File: config.mk
export PLATFORM = sky130hd
export DESIGN_NAME = sseg_disp_mux
export DESIGN_NICKNAME = d
export VERILOG_FILES = /design/src/rtl/sseg_disp_mux.sv
export SDC_FILE = /design/constraint.sdc
export NUM_CORES = 1
export LEC_CHECK = 0
export ABC_CLOCK_PERIOD_IN_PS = 2900
export BUFFER_PORTS_ARGS = -buffer_cell sky130_fd_sc_hd__buf_2
export CORE_ASPECT_RATIO = 0.6
export CORE_MARGIN = 4
export CORE_UTILIZATION = 25
export DETAILED_ROUTE_END_ITERATION = 8
export HOLD_SLACK_MARGIN = 0.03
export PLACE_DENSITY = 0.47
export SETUP_SLACK_MARGIN = 0.05
export SLEW_MARGIN = 30
export SYNTH_ARGS = -nofsm -noshare
export SYNTH_HDL_FRONTEND = slang
export SYNTH_SLANG_ARGS = --single-unit
File: constraint.sdc
create_clock -name clk -period 2.9 [get_ports clk]
set_clock_uncertainty 0.2 [all_clocks]
set_input_delay 0.145 -clock clk [delete_from_list [all_inputs] [get_ports clk]]
set_output_delay 0.145 -clock clk [all_outputs]
set_load 0.05 [all_outputs]
File: src/rtl/sseg_disp_mux.sv
// Purpose : time-multiplexed common-anode 7-segment driver with frame-synchronous double buffering.
// Latency : an/sseg are registered one cycle behind the scan counter; a load becomes visible the frame after the next boundary.
// Backpressure: none; load is a fire-and-forget strobe, the last load before a frame boundary wins.
//
// Ports:
//   clk        - system clock
//   reset      - synchronous, active-high reset
//   load       - one-cycle strobe, captures din into the pending buffer
//   din        - N_DIG packed 8-bit patterns, digit k = din[8k+7:8k], digit 0 rightmost
//                (bit 7 = dp, bits 6:0 = g..a, active-low segments passed through as-is)
//   blank_mask - bit k = 1 keeps digit k dark; sampled live
//   bright     - 4-bit duty control, only present when SSEG_DISP_MUX_DIM_EN is defined
//   pend       - pending buffer holds data not yet transferred to the display
//   frame_done - one-cycle pulse after each frame wrap
//   an         - active-low digit enables, at most one low
//   sseg       - segment pattern of the enabled digit, 8'hFF when all digits are dark
//
// Optional feature macro: SSEG_DISP_MUX_DIM_EN (adds the bright input and PWM dimming).

module sseg_disp_mux #(
  parameter int N_DIG     = 4,
  parameter int SLOT_BITS = 16
) (
  input  logic               clk,
  input  logic               reset,
  input  logic               load,
  input  logic [8*N_DIG-1:0] din,
  input  logic [N_DIG-1:0]   blank_mask,
`ifdef SSEG_DISP_MUX_DIM_EN
  input  logic [3:0]         bright,
`endif
  output logic               pend,
  output logic               frame_done,
  output logic [N_DIG-1:0]   an,
  output logic [7:0]         sseg
);

  localparam int                   DIG_W    = (N_DIG > 1) ? $clog2(N_DIG) : 1;
  localparam logic [SLOT_BITS-1:0] SLOT_MAX = '1;
  localparam logic [DIG_W-1:0]     DIG_LAST = DIG_W'(N_DIG - 1);

  // scan position
  logic [SLOT_BITS-1:0] slot_cnt;
  logic [DIG_W-1:0]     dig;

  // double buffer: pnd_buf collects loads, act_buf is what is being scanned out
  logic [N_DIG-1:0][7:0] act_buf;
  logic [N_DIG-1:0][7:0] pnd_buf;

  logic                 slot_end;
  logic                 boundary;
  logic                 dim_on;
  logic [N_DIG-1:0]     an_nxt;
  logic [7:0]           sseg_nxt;

  always_comb begin
    slot_end = (slot_cnt == SLOT_MAX);
    boundary = slot_end && (dig == DIG_LAST);
  end

`ifdef SSEG_DISP_MUX_DIM_EN
  // PWM over each slot: the top four slot bits form a 16-step phase that
  // is compared against bright, so bright = 0 is dark and 15 gives 15/16.
  always_comb begin
    dim_on = (slot_cnt[SLOT_BITS-1 -: 4] < bright);
  end
`else
  always_comb begin
    dim_on = 1'b1;
  end
`endif

  // Slot position 0 is always dark so the previous digit's anode is fully
  // off before the next one turns on (anti-ghosting dead time).
  always_comb begin
    an_nxt = '1;
    if ((slot_cnt != '0) && !blank_mask[dig] && dim_on) begin
      an_nxt[dig] = 1'b0;
    end
    sseg_nxt = (&an_nxt) ? 8'hFF : act_buf[dig];
  end

  always_ff @(posedge clk) begin
    if (reset) begin
      slot_cnt   <= '0;
      dig        <= '0;
      act_buf    <= '1;
      pnd_buf    <= '1;
      pend       <= 1'b0;
      frame_done <= 1'b0;
      an         <= '1;
      sseg       <= 8'hFF;
    end else begin
      slot_cnt <= slot_cnt + SLOT_BITS'(1);
      if (slot_end) begin
        dig <= (dig == DIG_LAST) ? '0 : dig + DIG_W'(1);
      end

      frame_done <= boundary;

      // Transfer uses the pending contents from before this edge, so a load
      // landing on the boundary cycle is queued for the following frame.
      if (boundary && pend) begin
        act_buf <= pnd_buf;
      end

      if (load) begin
        pnd_buf <= din;
        pend    <= 1'b1;
      end else if (boundary) begin
        pend    <= 1'b0;
      end

      an   <= an_nxt;
      sseg <= sseg_nxt;
    end
  end

endmodule
Yosys cells after proc, flatten, opt, wreduce, memory -nomap -nowiden
Index checks and enable logic that the tools add are counted.
{ "classes": {"n_bitwise": 1, "reduce_logical": 9, "muxes": 10, "n_addsub": 2, "n_lt_le_gt_ge": 2, "n_eq_ne": 2} }
{ "ops": {"columns": ["operator", "count"], "rows": [
  ["16-bit by 1-bit adder with 16-bit output, second input constant", 1],
  ["8-bit binary-select mux with 2-bit select", 1],
  ["16-bit == test, second input constant", 1],
  ["16-bit nonzero test", 1],
  ["8-bit 2-to-1 mux", 1],
  ["1-bit logical AND", 4],
  ["1-bit 2-to-1 mux", 4],
  ["4-bit 2-to-1 mux", 1],
  ["4-bit NOT", 1],
  ["4-bit AND reduction", 1],
  ["2-bit by 3-bit less-than comparator with 1-bit output, second input constant", 1],
  ["2-bit by 1-bit adder with 2-bit output, second input constant", 1],
  ["1-bit binary-select mux with 2-bit select", 1],
  ["1-bit demux with 2-bit select", 1],
  ["2-bit == test, second input constant", 1],
  ["2-bit by 1-bit >= comparator with 1-bit output, second input constant", 1],
  ["2-bit 2-to-1 mux", 1],
  ["2-bit nonzero test", 1],
  ["2-bit OR reduction", 1],
  ["1-bit zero test", 1]
]} }
{ "word_totals": {"register_bits": 96, "wordCells": 40, "out_inout_bits": 14} }

Logic depth before layout (Yosys ltp)
{ "logic_depth": {"depth_word": 8, "depth_mapped": 7, "ltp_nobuf": 6} }

Worst setup path before layout
OpenSTA, ideal clock, no wires.
{ "synth_path": {"path_type": "flip-flop to flip-flop", "from": "reg dig[1]", "to": "reg sseg[0]", "arrival_time_ns": 1.833, "t_required_ns": 2.640, "stages_incl_launch_ff": 6, "path_buffers": 1, "path_slack_ns": 0.807, "cell_sequence": "dfxtp_1 -> clkbuf_1 -> inv_1 -> ha_1 -> nor4_1 -> or3_1"} }
{ "synth_via": {"elab_chain_len": 8, "elab_cells_between_ends": 15, "classes_between": "order compare (2); mux (7); bitwise (1); reduce/logical (5)"} }
{ "synth_rtl": {"columns": ["item", "line", "rtl"], "rows": [
  ["from (decl)", "44", "logic [DIG_W-1:0] dig;"],
  ["from (signal assigned)", "96", "dig <= (dig == DIG_LAST) ? '0 : dig + DIG_W'(1);"],
  ["2-bit by 3-bit less-than comparator with 1-bit output (not written as such) / 2-bit by 1-bit >= comparator with 1-bit output (equally long branches)", "78", "an_nxt[dig] = 1'b0;"],
  ["1-bit logical AND (not written as such)", "78", null],
  ["1-bit 2-to-1 mux (not written as such)", "78", null],
  ["1-bit demux with 2-bit select", "78", null],
  ["4-bit NOT (no line)", null, null],
  ["4-bit 2-to-1 mux", "77", "if ((slot_cnt != '0) && !blank_mask[dig] && dim_on) begin"],
  ["4-bit AND reduction", "80", "sseg_nxt = (&an_nxt) ? 8'hFF : act_buf[dig];"],
  ["2-bit OR reduction (no line)", null, null],
  ["to (signal assigned)", "115", "sseg <= sseg_nxt;"],
  ["to (decl)", "35", "output logic [7:0] sseg"]
]} }
Several ways; a longest one is shown, not always the timed one. The select of a mux whose other input is x is not followed.
A chain may end at the register's enable or synchronous reset.

Worst setup path in the final report
{ "layout_path": {"from": "reg slot_cnt[0]", "to": "reg dig[1]"} }
{ "layout_via": {"elab_chain_len": 1} }
{ "layout_rtl": {"columns": ["item", "line", "rtl"], "rows": [
  ["from (decl)", "43", "logic [SLOT_BITS-1:0] slot_cnt;"],
  ["from (signal assigned)", "94", "slot_cnt <= slot_cnt + SLOT_BITS'(1);"],
  ["16-bit == test", "57", "slot_end = (slot_cnt == SLOT_MAX);"]
]} }
No other way between the ends.

==> flow_summary.yaml <==
global_route:
  grt_max_degree: 37
  overflow: 0
  grt_pass1_wl_um: 16000
  gr-usage-all-layers: 0.113
  grt_pass1_vias: 2939
  antenna_found_initial: 0
setup_path:
  cp_cell_sequence: "ha_1 > nand3_1 > nor4_1 > mux2i_1 > nor2_1"
  ff2ff_setup_slack_ns: 0.71
  r2r_start: "slot_cnt[0]"
  r2r_end: "dig[1]"
  r2r_cells: 5
  setup.worst_path.end_class: "flip-flop"
  critPathKind: "flip-flop to flip-flop"
  start_kind: "flip-flop"
  crit_path_max_incr_delay_ns: 0.69
  cp_num_buf_inv: 0
  cp.arrival_ns: 2.22
  worstPathRequired_ns: 2.93
  worstPathMaxFanout: 6
  crit_slowest_cell: "nor4_1"
  crit_family: "simple AND/OR/NAND/NOR gates"
sta:
  finalSetupViolations: 0
  tns_ns: 0
  fmax_ghz: 0.456
  timing.final.crit_period_ns: 2.19
  grt_setup_unrepaired: "false"
  worst_slew_pin_slew_ns: 0.689
  slew_headroom: 0.536
  final_hold_viol_count: 0
  fin_crit_sh: 0.757
  drv_slew: 0
floorplanning:
  fp.dieW_um: 170
  die_area_um2: 18000
  ios: 53
  dieHeight_um: 105
  start_util: 0.257
  rows: 35
  coreArea_um2: 15400
yosys:
  avgSynthCellArea_um2: 9.87
  synth-seq-cells: 96
  syn-cell-area_um2: 3960
  synthCells: 401
  synth_area_leaders: "dfxtp_1 (49%), a211o_1 (7.1%), a41oi_1 (7.1%), nor2b_1 (5.2%), mux4_2 (4.6%)"
  async_reset_ff_frac: 0
  ys.flop_type: "dfxtp_1"
  synth-edff-count: 0
  synthDistinctLibCells: 29
  synth_nets: 446
  synth_seq_area_share: 0.485
  synth_top_area_frac: 0.485
  yosysWarningCount: 0
  synth_top_area_cell: "dfxtp_1"
clock_tree:
  cts_made_buffers: 9
  cts_root_buf: "clkbuf_16"
  cts_setup_buffers: 0
  cts_tree: "yes"
  clk_latency_ns: 0.34
  cts.sinks: 96
  cts_resized: 0
  path_clk_slew_ns: 0.07
  postCtsHoldBufs: 32
  h-tree-depth: 3
  clk_path_buf_depth: 2
route:
  avgRoutedWirePerCell_um: 14.7
  drc: 0
  drt_first_iter_violations: 198
  first_pass_iters: 4
  vias: 3158
  drtAntennaViolNets: 0
  wl_um: 9990
  vias_per_cell: 4.64
power:
  finalPower_uw: 2940
  max-vdd-ir-drop_v: 0.000227
  power.leakage_uw: 0.00211
  p_per_area_nw_per_um2: 578
placed_design:
  dp_cells: 632
  numPortBuffers: 52
  routabilityCongestion: 0.801
  dp_hpwl_um: 6940
hold_path:
  hold_depth: 4
  min_to: "an[3]"
  hp-class: "input pin to flip-flop"
  worstHoldStart: "blank_mask[2]"
layout:
  syn_to_final_growth_pct: 28.6
  final_layout_size_suffix_gt1_frac: 0.184
  fin_nets: 517
  layoutNonFillerInstCount: 680
  diodes: 0
run_status:
  status: "completed"
flow_run:
  drv_cap: 0
-- area by class of cell --
type / instances / area [µm²]
clock buffers: 10 / 229
clock inverters: 6 / 115
fillers: 1591 / 10300
inverters: 41 / 154
multi-input cells: 230 / 1750
flip-flops and latches: 96 / 1920
well taps: 203 / 254
repair buffers: 94 / 668
-- registers in the layout, summed over array words and instances, names as in the netlist --
signal,flops
an,4
dig,2
pnd_buf,32
pend,1
frame_done,1
slot_cnt,16
sseg,8
act_buf,32
-- through the flow --
| stage | hold WS, ns | setup slack, ns | utilization | area, µm² |
|---|---|---|---|---|
| after floorplan | 0.0629 | 0.807 | - | 3960 |
| after global placement | 0.152 | 0.755 | 0.287 | 4430 |
| after detailed placement | 0.155 | 0.732 | 0.287 | 4430 |
| after CTS | 0.0952 | 0.721 | 0.330 | 5090 |
| after global routing | 0.122 | 0.537 | 0.330 | 5090 |
| final | 0.111 | 0.705 | 0.330 | 5090 |
-- report_power, final --
part           internal, µW  leakage [µW]  total [µW]  switching (µW)
Sequential             1350      0.000785        1380            27.2
Clock                   848      0.000163        1370             517
Combinational           108       0.00116         197            89.5
-- cell usage after synthesis, types with 2 or more instances --
cell type and number:
a211o_1 32, a21oi_1 3, a41oi_1 32, and3_1 2
and4_1 3, buf_1 7, buf_2 5, clkbuf_1 22
dfxtp_1 96, ha_1 6, inv_1 41, mux2i_1 2
mux4_2 8, nand2_1 7, nand3_1 4, nand4_1 4
nor2_1 17, nor2b_1 33, nor3_1 6, nor4_1 8
o21ai_0 35, or3_1 11, xnor2_1 10, xor2_1 2
-- cell usage in the layout (no fill, tap or decap), types with 2 or more instances in the layout --
cell type and count:
o21ai_0 35, and4_1 3, inv_1 41, or3_1 11, xnor2_1 10, nor3_1 6
clkbuf_16 9, mux4_2 8, nor2b_1 33, and3_1 2, a211o_1 32, bufinv_16 3
dlygate4sd3_1 32, nand2_1 7, nor2_1 17, nor4_1 8, mux2i_1 2, a21oi_1 3
a41oi_1 32, nand4_1 4, nand3_1 4, ha_1 6, buf_2 52, buf_4 9
xor2_1 2, dfxtp_1 96
-- worst reg2reg max path, cell delays in order, from the launching register on --
cell and delay [ns]:
dfxtp_1 0.39, ha_1 0.23, nand3_1 0.26, nor4_1 0.69, mux2i_1 0.26, nor2_1 0.06
-- per-layer routing --
metal  vias to the layer above  part of all wire  global-route usage
li1                       1586                 -                   -
met1                      1485              0.56               0.188
met2                        80              0.37               0.140
met3                         7             0.067              0.0300
met4                         0            0.0042              0.0222
met5                         -                 0                   0
-- cell families after synthesis --
group                    count (synthesis)  synth area share
adder cells (fa/ha/maj)                  6            0.0190
buffers and inverters                   75            0.0727
XOR/XNOR                                12            0.0265
AND/OR/NAND/NOR                         99             0.149
multiplexers                            11            0.0572
AO/OA/AOI/OAI                          102             0.190
flip-flops                              96             0.485
-- how the worst max path moves through the flow --
| stage | start | end | slack, ns | depth (start not counted) |
|---|---|---|---|---|
| 2_1_floorplan | dig[1] | sseg[0] | 0.81 | 5 |
| 3_3_place_gp | slot_cnt[0] | dig[1] | 0.76 | 5 |
| 3_5_place_dp | slot_cnt[0] | dig[0] | 0.73 | 5 |
| 4_1_cts | slot_cnt[0] | dig[0] | 0.72 | 5 |
| 5_1_grt | slot_cnt[0] | act_buf[2] | 0.54 | 6 |
| 6_report | slot_cnt[0] | dig[1] | 0.71 | 5 |
(Power assumes the default switching activity.)
